<file path="config.mk">
export PLATFORM = sky130hd
export DESIGN_NAME = clarvi_mem_arbiter
export DESIGN_NICKNAME = d
export VERILOG_FILES = /design/src/rtl/clarvi_mem_arbiter_pkg.sv /design/src/rtl/clarvi_tag_fifo.sv /design/src/rtl/clarvi_mem_arbiter.sv
export SDC_FILE = /design/constraint.sdc
export NUM_CORES = 1
export LEC_CHECK = 0
export ABC_AREA = 1
export BUFFER_PORTS_ARGS = -buffer_cell sky130_fd_sc_hd__buf_2
export CORE_AREA = 2 2 104 106
export DETAILED_ROUTE_END_ITERATION = 12
export DIE_AREA = 0 0 106 108
export PLACE_DENSITY = 0.66
export SKIP_LAST_GASP = 1
export SYNTH_ARGS = -nofsm -noshare
export SYNTH_HDL_FRONTEND = slang
export SYNTH_SLANG_ARGS = --single-unit
</file>
<file path="constraint.sdc">
create_clock -name clock -period 4.4 [get_ports clock]
set_input_delay 0.22 -clock clock [delete_from_list [all_inputs] [get_ports clock]]
set_output_delay 0.22 -clock clock [all_outputs]
set_load 0.05 [all_outputs]
</file>
<file path="src/rtl/clarvi_mem_arbiter_pkg.sv">
// Shared types for the clarvi memory arbiter: requester tag and arbitration state.
// Types only; no latency or backpressure of its own.
package clarvi_mem_arbiter_pkg;

  typedef enum logic {REQ_INSTR = 1'b0, REQ_MAIN = 1'b1} mem_requester_t;

  typedef enum logic [1:0] {ARB_IDLE, ARB_LOCK_INSTR, ARB_LOCK_MAIN} arb_state_t;

  localparam int WORD_WIDTH = 32;
  localparam int BE_WIDTH   = 4;

endpackage

</file>
<file path="src/rtl/clarvi_tag_fifo.sv">
// Circular tag buffer recording the owner of each outstanding read; pop data is the oldest entry.
// One-cycle push-to-visible latency, no bypass; pushes when full and pops when empty are ignored.
module clarvi_tag_fifo #(
  parameter int DEPTH = 4,
  parameter int WIDTH = 1,
  localparam int PW   = (DEPTH > 1) ? $clog2(DEPTH) : 1,
  localparam int CW   = $clog2(DEPTH + 1)
) (
  input  logic             clock,
  input  logic             reset_n,
  input  logic             push,
  input  logic [WIDTH-1:0] push_data,
  input  logic             pop,
  output logic [WIDTH-1:0] pop_data,
  output logic [CW-1:0]    count,
  output logic             full,
  output logic             empty
);

  logic [WIDTH-1:0] mem [DEPTH];
  logic [PW-1:0]    wr_ptr;
  logic [PW-1:0]    rd_ptr;
  logic             do_push;
  logic             do_pop;

  function automatic logic [PW-1:0] next_ptr(input logic [PW-1:0] p);
    return (p == PW'(DEPTH - 1)) ? '0 : p + 1'b1;
  endfunction

  assign full     = (count == CW'(DEPTH));
  assign empty    = (count == '0);
  assign do_push  = push & ~full;
  assign do_pop   = pop & ~empty;
  assign pop_data = mem[rd_ptr];

  always_ff @(posedge clock) begin
    if (!reset_n) begin
      wr_ptr <= '0;
      rd_ptr <= '0;
      count  <= '0;
    end else begin
      if (do_push) wr_ptr <= next_ptr(wr_ptr);
      if (do_pop)  rd_ptr <= next_ptr(rd_ptr);
      case ({do_push, do_pop})
        2'b10:   count <= count + 1'b1;
        2'b01:   count <= count - 1'b1;
        default: count <= count;
      endcase
    end
  end

  always_ff @(posedge clock) begin
    if (do_push) mem[wr_ptr] <= push_data;
  end

endmodule

</file>
<file path="src/rtl/clarvi_mem_arbiter.sv">
// Merges the fetch and data ports onto one pipelined-read master; zero-cycle grant and response paths.
// Grant locks while the slave waits; reads stall at MAX_PENDING outstanding; losers see wait=1.
module clarvi_mem_arbiter
  import clarvi_mem_arbiter_pkg::*;
#(
  parameter int ADDR_WIDTH   = 30,
  parameter int MAX_PENDING  = 4,
  parameter int STARVE_LIMIT = 8
) (
  input  logic                  clock,
  input  logic                  reset_n,
  input  logic [ADDR_WIDTH-1:0] instr_address,
  input  logic                  instr_read,
  output logic                  instr_wait,
  output logic [WORD_WIDTH-1:0] instr_read_data,
  output logic                  instr_read_data_valid,
  input  logic [ADDR_WIDTH-1:0] main_address,
  input  logic [BE_WIDTH-1:0]   main_byte_enable,
  input  logic                  main_read,
  input  logic                  main_write,
  input  logic [WORD_WIDTH-1:0] main_write_data,
  output logic                  main_wait,
  output logic [WORD_WIDTH-1:0] main_read_data,
  output logic                  main_read_data_valid,
  output logic [ADDR_WIDTH-1:0] avm_address,
  output logic [BE_WIDTH-1:0]   avm_byte_enable,
  output logic                  avm_read,
  output logic                  avm_write,
  output logic [WORD_WIDTH-1:0] avm_write_data,
  input  logic                  avm_wait,
  input  logic [WORD_WIDTH-1:0] avm_read_data,
  input  logic                  avm_read_data_valid,
  output logic                  protocol_error
);

  localparam int CW = $clog2(MAX_PENDING + 1);
  localparam int SW = $clog2(STARVE_LIMIT + 1);

  arb_state_t     state, state_next;
  logic [SW-1:0]  starve_cnt;
  logic [CW-1:0]  pend_cnt;
  logic           fifo_full, fifo_empty, tag_raw;
  logic           reads_blocked, instr_ok, main_ok, starved;
  logic           grant_instr, grant_main, instr_accept, push, pop;
  mem_requester_t pop_tag;

  always_comb begin
    reads_blocked = (pend_cnt == CW'(MAX_PENDING));
    instr_ok      = instr_read & ~reads_blocked;
    main_ok       = main_write | (main_read & ~reads_blocked);
    starved       = (starve_cnt == SW'(STARVE_LIMIT));
    grant_instr   = 1'b0;
    grant_main    = 1'b0;
    state_next    = state;
    if (reset_n) begin
      case (state)
        ARB_IDLE: begin
          // A starved fetch only pre-empts main when it can actually issue.
          if (main_ok && !(starved && instr_ok)) grant_main = 1'b1;
          else if (instr_ok)                     grant_instr = 1'b1;
          if (avm_wait && grant_main)       state_next = ARB_LOCK_MAIN;
          else if (avm_wait && grant_instr) state_next = ARB_LOCK_INSTR;
        end
        ARB_LOCK_INSTR: begin
          grant_instr = instr_ok;
          if (!avm_wait) state_next = ARB_IDLE;
        end
        ARB_LOCK_MAIN: begin
          grant_main = main_ok;
          if (!avm_wait) state_next = ARB_IDLE;
        end
        default: state_next = ARB_IDLE;
      endcase
    end
  end

  assign avm_address     = grant_main ? main_address : instr_address;
  assign avm_byte_enable = grant_main ? main_byte_enable : '1;
  assign avm_read        = grant_instr | (grant_main & main_read);
  assign avm_write       = grant_main & main_write;
  assign avm_write_data  = main_write_data;
  assign instr_wait      = ~grant_instr | avm_wait;
  assign main_wait       = ~grant_main | avm_wait;
  assign instr_accept    = grant_instr & ~avm_wait;

  assign push    = avm_read & ~avm_wait;
  assign pop     = reset_n & avm_read_data_valid & ~fifo_empty;
  assign pop_tag = mem_requester_t'(tag_raw);

  // Data fans out to both ports; only the valid is steered by the oldest tag.
  assign instr_read_data       = avm_read_data;
  assign main_read_data        = avm_read_data;
  assign instr_read_data_valid = pop & (pop_tag == REQ_INSTR);
  assign main_read_data_valid  = pop & (pop_tag == REQ_MAIN);

  clarvi_tag_fifo #(.DEPTH(MAX_PENDING), .WIDTH(1)) u_tag_fifo (
    .clock     (clock),
    .reset_n   (reset_n),
    .push      (push),
    .push_data (grant_main),
    .pop       (pop),
    .pop_data  (tag_raw),
    .count     (pend_cnt),
    .full      (fifo_full),
    .empty     (fifo_empty)
  );

  always_ff @(posedge clock) begin
    if (!reset_n) begin
      state          <= ARB_IDLE;
      starve_cnt     <= '0;
      protocol_error <= 1'b0;
    end else begin
      state <= state_next;
      if (instr_accept)               starve_cnt <= '0;
      else if (instr_read && !starved) starve_cnt <= starve_cnt + 1'b1;
      if (avm_read_data_valid && fifo_empty) protocol_error <= 1'b1;
    end
  end

  pend_consistent: assert property (@(posedge clock) disable iff (!reset_n)
    fifo_full == reads_blocked);

endmodule
</file>
==> results of run 1 <==
worst max-delay path, delay by kind of cell (launching register included):
family,cells,cell delay [ns]
and+or+nand+nor,8,0.98
DFF,1,0.37
adders and majority gates,1,0.19
buffers and inverters,3,0.95
synthesized netlist by cell type:
library cell and count:
nand2_1 114, buf_4 96, inv_1 27, nor2_1 19
dfxtp_1 16, ha_1 11, o21ai_0 10, a21oi_1 8
nand2_2 8, buf_2 7, nand3_1 5, edfxtp_1 4
or2_2 4, nand2_4 2, nand4_1 2, a21boi_1 1
a21oi_2 1, a32oi_1 1, fa_1 1, inv_2 1
nand3_2 1, nand3b_1 1, nor2_2 1, nor3_2 1
o31ai_1 1, xnor2_1 1, xor2_1 1
worst max-delay path by stage:
stage	slack, ns	start	endpoint
after floorplan	2.00	starve_cnt[0]	u_tag_fifo.count[2]
after global placement	1.68	starve_cnt[0]	avm_address[9]
after detailed placement	1.62	starve_cnt[0]	avm_address[20]
after CTS	1.34	starve_cnt[0]	avm_address[20]
after global routing	1.02	starve_cnt[0]	avm_address[21]
final	1.42	starve_cnt[0]	avm_address[20]
registers in the layout, summed over array words and instances (netlist names), named ones only:
| signal | count |
|---|---|
| u_tag_fifo.wr_ptr | 2 |
| starve_cnt | 4 |
| u_tag_fifo.rd_ptr | 2 |
| u_tag_fifo.mem | 4 |
| u_tag_fifo.count | 3 |
| protocol_error | 1 |
| state | 2 |
cell families (layout without fill, tap and decap cells):
kind of cell | after synthesis | count (layout)
simple gates | 158 | 158
flops | 20 | 20
xor+xnor | 2 | 2
fa+ha+maj | 12 | 12
buf+inv | 131 | 143
compound gates | 22 | 22
cell type report:
| class | count | area [um^2] | area share [%] |
|---|---|---|---|
| inverters | 28 | 105.1 | 4.553 |
| flip-flops and latches | 20 | 440.4 | 19.08 |
| repair buffers | 111 | 555.5 | 24.07 |
| well taps | 136 | 170.2 | 7.371 |
| multi-input cells | 194 | 965.9 | 41.84 |
| clock inverters | 1 | 30.03 | 1.301 |
| clock buffers | 3 | 41.29 | 1.789 |
routing by layer:
layer	wire length, um	vias to the layer above	global-route usage, %
met1	2271	824	10.33
met3	596	4	3.617
met2	2935	111	17.05
li1	-	977	-
met5	0	-	0
met4	21	0	1.598
where the power goes:
part,leakage (nW),switching (W),internal [W]
combinational,1.08,0.000633,0.000198
clock,0.0357,0.0000597,0.000121
sequential,0.167,0.0000228,0.000221
total,1.28,0.000715,0.000540
through the flow:
step                util [%]  area [um^2]
floorplan                  -         2267
detailed placement     21.87         2237
CTS                    22.56         2308
finish                 22.56         2308
global placement       21.87         2237
global route           22.56         2308
==> metrics, run 1 <==
R2R Setup Slk=1.93 ns; Slew HR=58.04%; post-cts resize count=0; Cell variety after synth=27; vias in the first global route=1733; reg2reg end=u_tag_fifo.count[2]; Vias/cell=3.886; CTS tree=done; CTS Buffer Depth=2; Synth Area in Compound Gates=5.408%; Top Ports=272; cts hold-fix bufs=0; H-tree depth=1; Tcrit/Tclk final=67.70%; Tot Pwr=0.001255 W; Pwr per Cell Area=543.7 nW/um^2; Post-Route WL=roughly 5.8 mm; Post-Place Cells=roughly 490; synthesized area per cell=roughly 6.6 um^2; Worst setup SP type=flip-flop; adder-cell area share of the yosys netlist=6.954%; dominant cells by area after synthesis=buf_4, nand2_1, dfxtp_1; area grow syn2layout=1.821%; WHS Endpoint=protocol_error; CORE AREA=10230 um^2; Worst Path Required=roughly 4.2 ns; syn_nets=approximately 490; floorplan row count=37; final non-filler cell total=493; register area share after synthesis=between 10% and 20%; first-pass GRT wire length=8.514 mm; YS warnings=0; Post-Syn Instances=345; Setup WS pre-CTS=1.624 ns; routed wire length per instance=11.81 um; Die X=106 um; initial antenna violation count=0; Reg2Reg Launch Point=starve_cnt[0]; most frequent cells in the layout=nand2_1, buf_2, inv_1, nor2_1, dfxtp_1; Total GRT Usage=9.292%; diode count=0; Root Buffer=clkbuf_8; Clk Latency, worst-skew pair=0.25 ns; Hold Startpoint=avm_read_data_valid; Register-to-Register Path Depth=17; RSZ-0062 raised after global routing=no; Max IR drop VDD=0.2668 mV; Worst Path Max Fanout=36; clk_skew=0.004160 ns; commonest non-fill, non-tap cell in the layout=nand2_1; worst path arrival time=2.76 ns; Worst-Margin Slew=0.6272 ns; Synth Area in Simple Gates=between 20% and 30%; Worst Hold Depth=3; DR iter-0 viols=65; CP Class=flip-flop to output port; Die Ht=about 110 um; fill count=1162; synthesized flop and latch total=20; crit path time final=between 2 and 3 ns; Post-Synth XOR/XNOR Area=0.7726%; setup slack after layout=1.421 ns; First-pass DRT Iterations=4; Antenna Violating Nets Remaining=0; Final HPWL DP=approximately 5 mm; Setup-failing EPs final=0; total negative setup slack=0 ns; grt ovf=0; CP Cell Sequence=inv_1 > ha_1 > nand2_1 > nor2_1 > nand3_2 > nand2_1 > nand2_1 > nand2_2 > inv_2 > nand2_1 > nand2_1 > buf_2; Largest stage delay, worst path=between 0.6 and 0.7 ns; post-synthesis mux area share=0%; fin. max-slew vios=0; area leader, netlist=buf_4; clk sinks=20; slowest CP cell=inv_2; Hold Fails Final Rpt=0; CTS Buf Count=3; hold slack=around 0.26 ns; # DRC=0; cell area after synthesis=2267 um^2; number of port buffers=111; Critical Path Sink Type=output port; leakage=between 1 and 1.5 nW; fmax=0.3357 GHz; clock transition at the registers of the reported paths=0.07 ns; routed via count=1916; layout net count=505; routability cong.=0.8397; share of cells above drive strength 1=37.54%; max-cap check violation count=0; largest net degree at the start of global routing=37; worst hold path class=input port to flip-flop; status=finished, final reports clean; Yosys top cell area share=a little under a third; Initial Util=22.16%; largest family of logic cells by synthesized area=buffers and inverters; CP most frequent cell=nand2_1; Post CTS Setup Buffer Count=0; Die Area=roughly 11000 um^2
Power figures use the tool's default switching activity.
==> run 2: changes to the inputs <==
- ABC_AREA: 1 -> 0
- CORE_AREA: 2 2 104 106 -> 2 2 105 107
- DIE_AREA: 0 0 106 108 -> 0 0 107 109
- PLACE_DENSITY: 0.66 -> 0.65
- clock period: 4.4 -> 3.07 ns (I/O delays scaled with it)
==> metrics, run 2 <==
worst hold path class=input port to flip-flop; Worst-Margin Slew=0.4252 ns (-0.2020 ns); Post-Route WL=6.301 mm (+8.2%); Largest delay share family, worst path=adder cells; Vias/cell=4.073 (+4.8%); routed wire length per instance=15.26 um (+29%); fill count=1144 (-1.5%); CTS Buf Count=3 (unchanged); Flop pwr share=32.4% (+13 points); slowest CP cell=fa_1; DR iter-0 viols=113 (+74%); CTS tree=done; Post CTS Setup Buffer Count=0 (unchanged); initial antenna violation count=1 (+1); Initial Util=21.90% (-0.26 points); Die Ht=109 um (+0.93%); number of port buffers=111 (unchanged); CTS Buffer Depth=2 (unchanged); Synth Area in Compound Gates=6.573% (+1.2 points); post-synthesis mux area share=18.32% (+18 points); Die Area=11660 um^2 (+1.9%); Max IR drop VDD=0.1359 mV (-49%); Worst setup SP type=flip-flop; crit path time final=2.889 ns; Cell variety after synth=45 (+67%); # DRC=0 (unchanged); routed via count=1682 (-12%); CP Class=flip-flop to flip-flop; layout net count=420 (-17%); Worst Path Max Fanout=7 (-81%); Top Ports=272 (unchanged); Post-synth EDFFs=4 (unchanged); Total GRT Usage=9.520% (+0.23 points); Worst Path Required=3.25 ns (-0.93 ns); clk_skew=0.002208 ns (-0.001952 ns); area leader, netlist=buf_4; Largest stage delay, worst path=0.39 ns (-0.23 ns); Pwr per Cell Area=391.8 nW/um^2 (-28%); Tcrit/Tclk final=94.10%; Final HPWL DP=5.518 mm (+13%); Antenna Violating Nets Remaining=0 (unchanged); First-pass DRT Iterations=4 (unchanged); routability cong.=0.7982 (-4.9%); largest family of logic cells by synthesized area=buffers and inverters; CP most frequent cell=inv_1; YS warnings=0 (unchanged); share of cells above drive strength 1=57.35% (+20 points); cell area after synthesis=2322 um^2 (+2.4%); worst path arrival time=3.07 ns (+0.31 ns); Post-Syn Instances=255 (-26%); Top FF cell, synth=dfxtp_1; floorplan row count=38 (+2.7%); clock transition at the registers of the reported paths=0.07 ns (about the same); Hold Fails Final Rpt=0 (unchanged); final non-filler cell total=413 (-16%); register area share after synthesis=18.97% (-0.46 points); syn_nets=402 (-18%); max-cap check violation count=0 (unchanged); Setup-failing EPs final=0 (unchanged); switching component of the power=0.0003909 W (-45%); Regs by FF count=starve_cnt: 4 flops, u_tag_fifo.mem: 4 flops, u_tag_fifo.count: 3 flops; Yosys top cell area share=31.03% (-0.75 points); Post-Place Cells=408 (-17%); CP Cell Sequence=inv_1 > ha_1 > and4bb_1 > a211oi_2 > o2bb2ai_1 > inv_1 > ha_1 > inv_1 > fa_1 > xor2_1 > or3_1 > a21boi_0; Post-Synth XOR/XNOR Area=1.886% (+1.1 points); vias in the first global route=1623 (-6.3%); Int Power=0.0005377 W (-0.39%); largest net degree at the start of global routing=31 (-16%); most frequent cells in the layout=buf_2, mux2_2, dfxtp_1, inv_1, mux2_4; hold slack=0.2488 ns (-0.009790 ns); most numerous cell in the Yosys netlist=buf_4; area grow syn2layout=2.047%; dominant cells by area after synthesis=buf_4, dfxtp_1, mux2_2; worst path bufs/invs=3 (unchanged); top post-synthesis cells by count=buf_4, mux2_2, dfxtp_1; Clock power frac=17.9% (+3.5 points); synthesized area per cell=9.107 um^2 (+39%); Root Buffer=clkbuf_8; share of total power in combinational logic=49.7% (-16 points); Synth Area in Simple Gates=12.66% (-17 points); Clk Latency, worst-skew pair=0.25 ns (about the same); status=finished, final reports clean; R2R Setup Slk=0.18 ns (-1.75 ns); Critical Path Sink Type=flip-flop; clk sinks=20 (unchanged); commonest non-fill, non-tap cell in the layout=buf_2; synthesized flop and latch total=20 (unchanged); leakage=1.102 nW (-14%); fmax=0.3462 GHz; Die X=107 um (+0.94%); first-pass GRT wire length=8.404 mm (-1.3%); Slew HR=71.29% (+13 points); Post-synth ARST share=0% (unchanged); Sw Share=42.09% (-15 points); H-tree depth=1 (unchanged); fin. max-slew vios=0 (unchanged); grt ovf=0 (unchanged); CORE AREA=10600 um^2 (+3.6%); adder-cell area share of the yosys netlist=6.789% (-0.16 points)
[run 2: cell count changes in the layout (fill, tap and decap cells not counted), moves of 5 or more]
cell      before  now
nor2_1        19    7
nand2_1      114   11
nand2b_1       0    6
nand2_2        8    0
inv_1         27   12
mux2_4         0   12
o21ai_0       10    5
and2_1         0    7
mux2_2         0   18
a21oi_1        8    2
[run 2: kinds of logic (layout without fill, tap and decap cells)]
logic type               Yosys count  after routing
other                              0              1
AND/OR/NAND/NOR                   51             51
adder cells (fa/ha/maj)           12             12
AO/OA/AOI/OAI                     21             21
multiplexers                      33             33
buffers and inverters            113            130
XOR/XNOR                           5              5
flip-flops                        20             20
[run 2: through the flow]
stage	instance area, um^2	total power [W]	utilization, %	setup TNS, ns	worst slack, ns
6_report	2370	0.0009285	22.35	0	0.1812
5_1_grt	2370	0.0009775	22.35	-0.008927	-0.008927
4_1_cts	2362	0.0009387	22.28	0	0.1136
3_5_place_dp	2317	0.0007675	21.86	0	0.1239
3_3_place_gp	2317	0.0007604	21.86	0	0.2955
2_1_floorplan	2322	0.0009852	-	0	0.4826
[run 2: layer usage]
layer / up-vias / GRT usage [%] / part of all wire (%)
met4: 0 / 1.948 / 0.94
li1: 790 / - / -
met2: 137 / 19.06 / 53
met5: - / 0 / 0
met1: 751 / 9.357 / 37
met3: 4 / 3.407 / 9.4
[run 2: power by group through the flow]
stage          sequential [W]  clock [W]  combinational, W
3_3_place_gp         0.000305          0          0.000456
6_report             0.000301   0.000166          0.000461
3_5_place_dp         0.000307          0          0.000461
4_1_cts              0.000301   0.000174          0.000464
2_1_floorplan        0.000308          0          0.000677
5_1_grt              0.000303   0.000185          0.000489
[run 2: worst reg2reg max path, cell delays in order (launching register included)]
cell and delay, ns:
dfxtp_1 0.36, inv_1 0.08, ha_1 0.29, and4bb_1 0.25, a211oi_2 0.27, o2bb2ai_1 0.15, inv_1 0.15, ha_1 0.21
inv_1 0.07, fa_1 0.39, xor2_1 0.16, or3_1 0.30, a21boi_0 0.15
[run 2: final timing paths]
kind	start	to	depth (start not counted)
worst max-delay path	state[0]	u_tag_fifo.count[2]	12
worst min-delay path	instr_read	starve_cnt[1]	3
worst max register to register	state[0]	u_tag_fifo.count[2]	12
worst min register to register	protocol_error	protocol_error	1
[run 2: timing repair]
item | 4_1_cts | 5_1_grt
setup endpoints to repair | 0 | 1
hold endpoints to repair | 0 | 0
hold buffers | 0 | 0
resized for setup | 0 | 1
[run 2: area by class of cell]
| type | count | area [um^2] | share of cell area, % |
|---|---|---|---|
| Inverter | 12 | 45.04 | 1.901 |
| Tap cell | 140 | 175.2 | 7.392 |
| Timing Repair Buffer | 114 | 578.1 | 24.39 |
| Sequential cell | 20 | 440.4 | 18.59 |
| Antenna cell | 1 | 2.502 | 0.1056 |
| Multi-Input combinational cell | 122 | 1084 | 45.72 |
| Clock buffer | 3 | 41.29 | 1.742 |
| Clock inverter | 1 | 3.754 | 0.1584 |
==> run 3: changes to the inputs <==
- BUFFER_PORTS_ARGS: -buffer_cell sky130_fd_sc_hd__buf_2 -> default
- CORE_AREA: 2 2 105 107 -> 2 2 106 108
- DIE_AREA: 0 0 107 109 -> 0 0 108 110
- DONT_BUFFER_PORTS: default -> 1
- PLACE_DENSITY: 0.65 -> 0.43
==> metrics, run 3 (synthesized netlist as in run 2, its figures left out) <==
Total GRT Usage=8.433% (-1.1 points); Die Ht=110 um (+0.92%); Clock power frac=20.7% (+2.8 points); fin. max-slew vios=0 (unchanged); Worst Hold Depth=1 (-2); Root Buffer=clkbuf_8; Post-Place Cells=299 (-27%); share of cells above drive strength 1=28.22% (-29 points); Vias/cell=4.281 (+5.1%); fmax=0.3527 GHz (+1.9%); most frequent cells in the layout=mux2_2, dfxtp_1, inv_1, mux2_4; CTS Buf Count=3 (unchanged); Top Ports=272 (unchanged); hold slack=0.01132 ns (-0.2374 ns); diode count=0 (-1); met3 Use GR=2.998% (-0.41 points); fill count=1187 (+3.8%); Die Area=11880 um^2 (+1.9%); Sw Share=43.28% (+1.2 points); first-pass GRT wire length=7.300 mm (-13%); layout net count=311 (-26%); Initial Util=21.71% (-0.19 points); floorplan row count=38 (unchanged); clk_skew=0.002428 ns (+0.0002199 ns); cts hold-fix bufs=0 (unchanged); share of total power in combinational logic=43.3% (-6.4 points); vias in the first global route=1199 (-26%); leakage=0.6752 nW (-39%); GRT met1 Usage=9.398% (+0.041 points); CORE AREA=10700 um^2 (+0.90%); switching component of the power=0.0003668 W (-6.2%); area grow syn2layout=-21.55%; clk sinks=20 (unchanged); CTS tree=done; clock transition at the registers of the reported paths=0.07 ns (about the same); CTS Buffer Depth=2 (unchanged); RSZ-0062 raised after global routing=no; total negative setup slack=0 ns (unchanged); # DRC=0 (unchanged); Hold Fails Final Rpt=0 (unchanged); commonest non-fill, non-tap cell in the layout=mux2_2; Critical Path Sink Type=flip-flop; register area=440.4 um^2 (unchanged); worst path arrival time=3.02 ns (-0.05 ns); number of port buffers=0 (-100%); H-tree depth=1 (unchanged); Slew HR=38.96% (-32 points); initial antenna violation count=1 (unchanged); Setup-failing EPs final=0 (unchanged); post-cts resize count=0 (unchanged); First-pass DRT Iterations=4 (unchanged); grt ovf=0 (unchanged); DR iter-0 viols=40 (-65%); routed via count=1297 (-23%); Int Power=0.0004808 W (-11%); Die X=108 um (+0.93%); Worst-Margin Slew=0.9122 ns (+0.4870 ns); Antenna Violating Nets Remaining=0 (unchanged); max-cap check violation count=0 (unchanged); Tot Pwr=0.0008476 W (-8.7%); Flop pwr share=36.0% (+3.6 points); routability cong.=0.6885 (-14%); final non-filler cell total=303 (-27%); Tcrit/Tclk final=92.34% (-1.8 points); Final HPWL DP=4.771 mm (-14%); Post-Route WL=5.442 mm (-14%); worst hold path class=input port to flip-flop; Post CTS Setup Buffer Count=0 (unchanged); Worst Path Max Fanout=5 (-2); status=finished, final reports clean; Regs by FF count=starve_cnt: 4 flops, u_tag_fifo.mem: 4 flops, u_tag_fifo.count: 3 flops; Finished Core Util=17.03% (-5.3 points); Worst Path Required=3.26 ns (about the same); CP Class=flip-flop to flip-flop; met2 GRT Util=15.77% (-3.3 points); Clk Latency, worst-skew pair=0.26 ns (about the same); crit path time final=2.835 ns (-0.05389 ns); footprint of the multi-input gates=1079 um^2 (-0.46%); Register-to-Register Path Depth=12 (unchanged); Pwr per Cell Area=465.2 nW/um^2 (+19%); largest net degree at the start of global routing=23 (-26%); routed wire length per instance=17.96 um (+18%); Worst setup SP type=flip-flop; Max IR drop VDD=0.3523 mV (+160%); GRT busiest layer=met2
## run 3: cell types whose count changed in the layout (fill, tap and decap cells not counted)
cell / previous run / this run
buf_4: 3 / 5
diode_2: 1 / 0
a211oi_1: 0 / 1
buf_2: 111 / 0
a211oi_2: 1 / 0
## run 3: critical path, cell delays in order (launching register included)
cell,delay [ns]
dfxtp_1,0.36
inv_1,0.07
ha_1,0.21
and4bb_1,0.20
a211oi_1,0.36
o2bb2ai_1,0.17
inv_1,0.15
ha_1,0.19
inv_1,0.06
fa_1,0.37
xor2_1,0.16
or3_1,0.30
a21boi_0,0.16
## run 3: worst paths after layout
| check | from | end | slack (ns) |
|---|---|---|---|
| worst max register to register | state[0] | u_tag_fifo.count[2] | 0.24 |
| worst max-delay path | state[0] | u_tag_fifo.count[2] | 0.24 |
| worst min register to register | u_tag_fifo.rd_ptr[1] | u_tag_fifo.rd_ptr[1] | 0.49 |
| worst min-delay path | reset_n | protocol_error | 0.01 |
## run 3: through the flow
stage	setup WS, ns	cell area [um^2]
finish	0.2351	1822
floorplan	0.4826	2322
detailed placement	0.2256	1777
global placement	0.3295	1777
global route	0.02750	1822
CTS	0.2033	1822
## run 3: per-layer routing
metal	vias up	routed length (um)	share of wire (%)
met1	598	2054	38
met2	119	2737	50
li1	572	-	-
met3	6	612	11
met5	-	13	0.24
met4	2	23	0.42
## run 3: final cells by class
type / count / area share, %
clock inverter: 1 / 0.2060
timing repair buffer: 5 / 2.060
sequential: 20 / 24.18
tap: 140 / 9.615
inverter: 12 / 2.473
multi-input combinational: 122 / 59.20
clock buffer: 3 / 2.266
## run 3: power by group through the flow
| stage | combinational [W] | clock [W] | sequential, W |
|---|---|---|---|
| floorplan | 0.000677 | 0 | 0.000308 |
| global placement | 0.000372 | 0 | 0.000312 |
| detailed placement | 0.000370 | 0 | 0.000312 |
| CTS | 0.000372 | 0.000184 | 0.000306 |
| global route | 0.000393 | 0.000196 | 0.000309 |
| finish | 0.000367 | 0.000175 | 0.000305 |
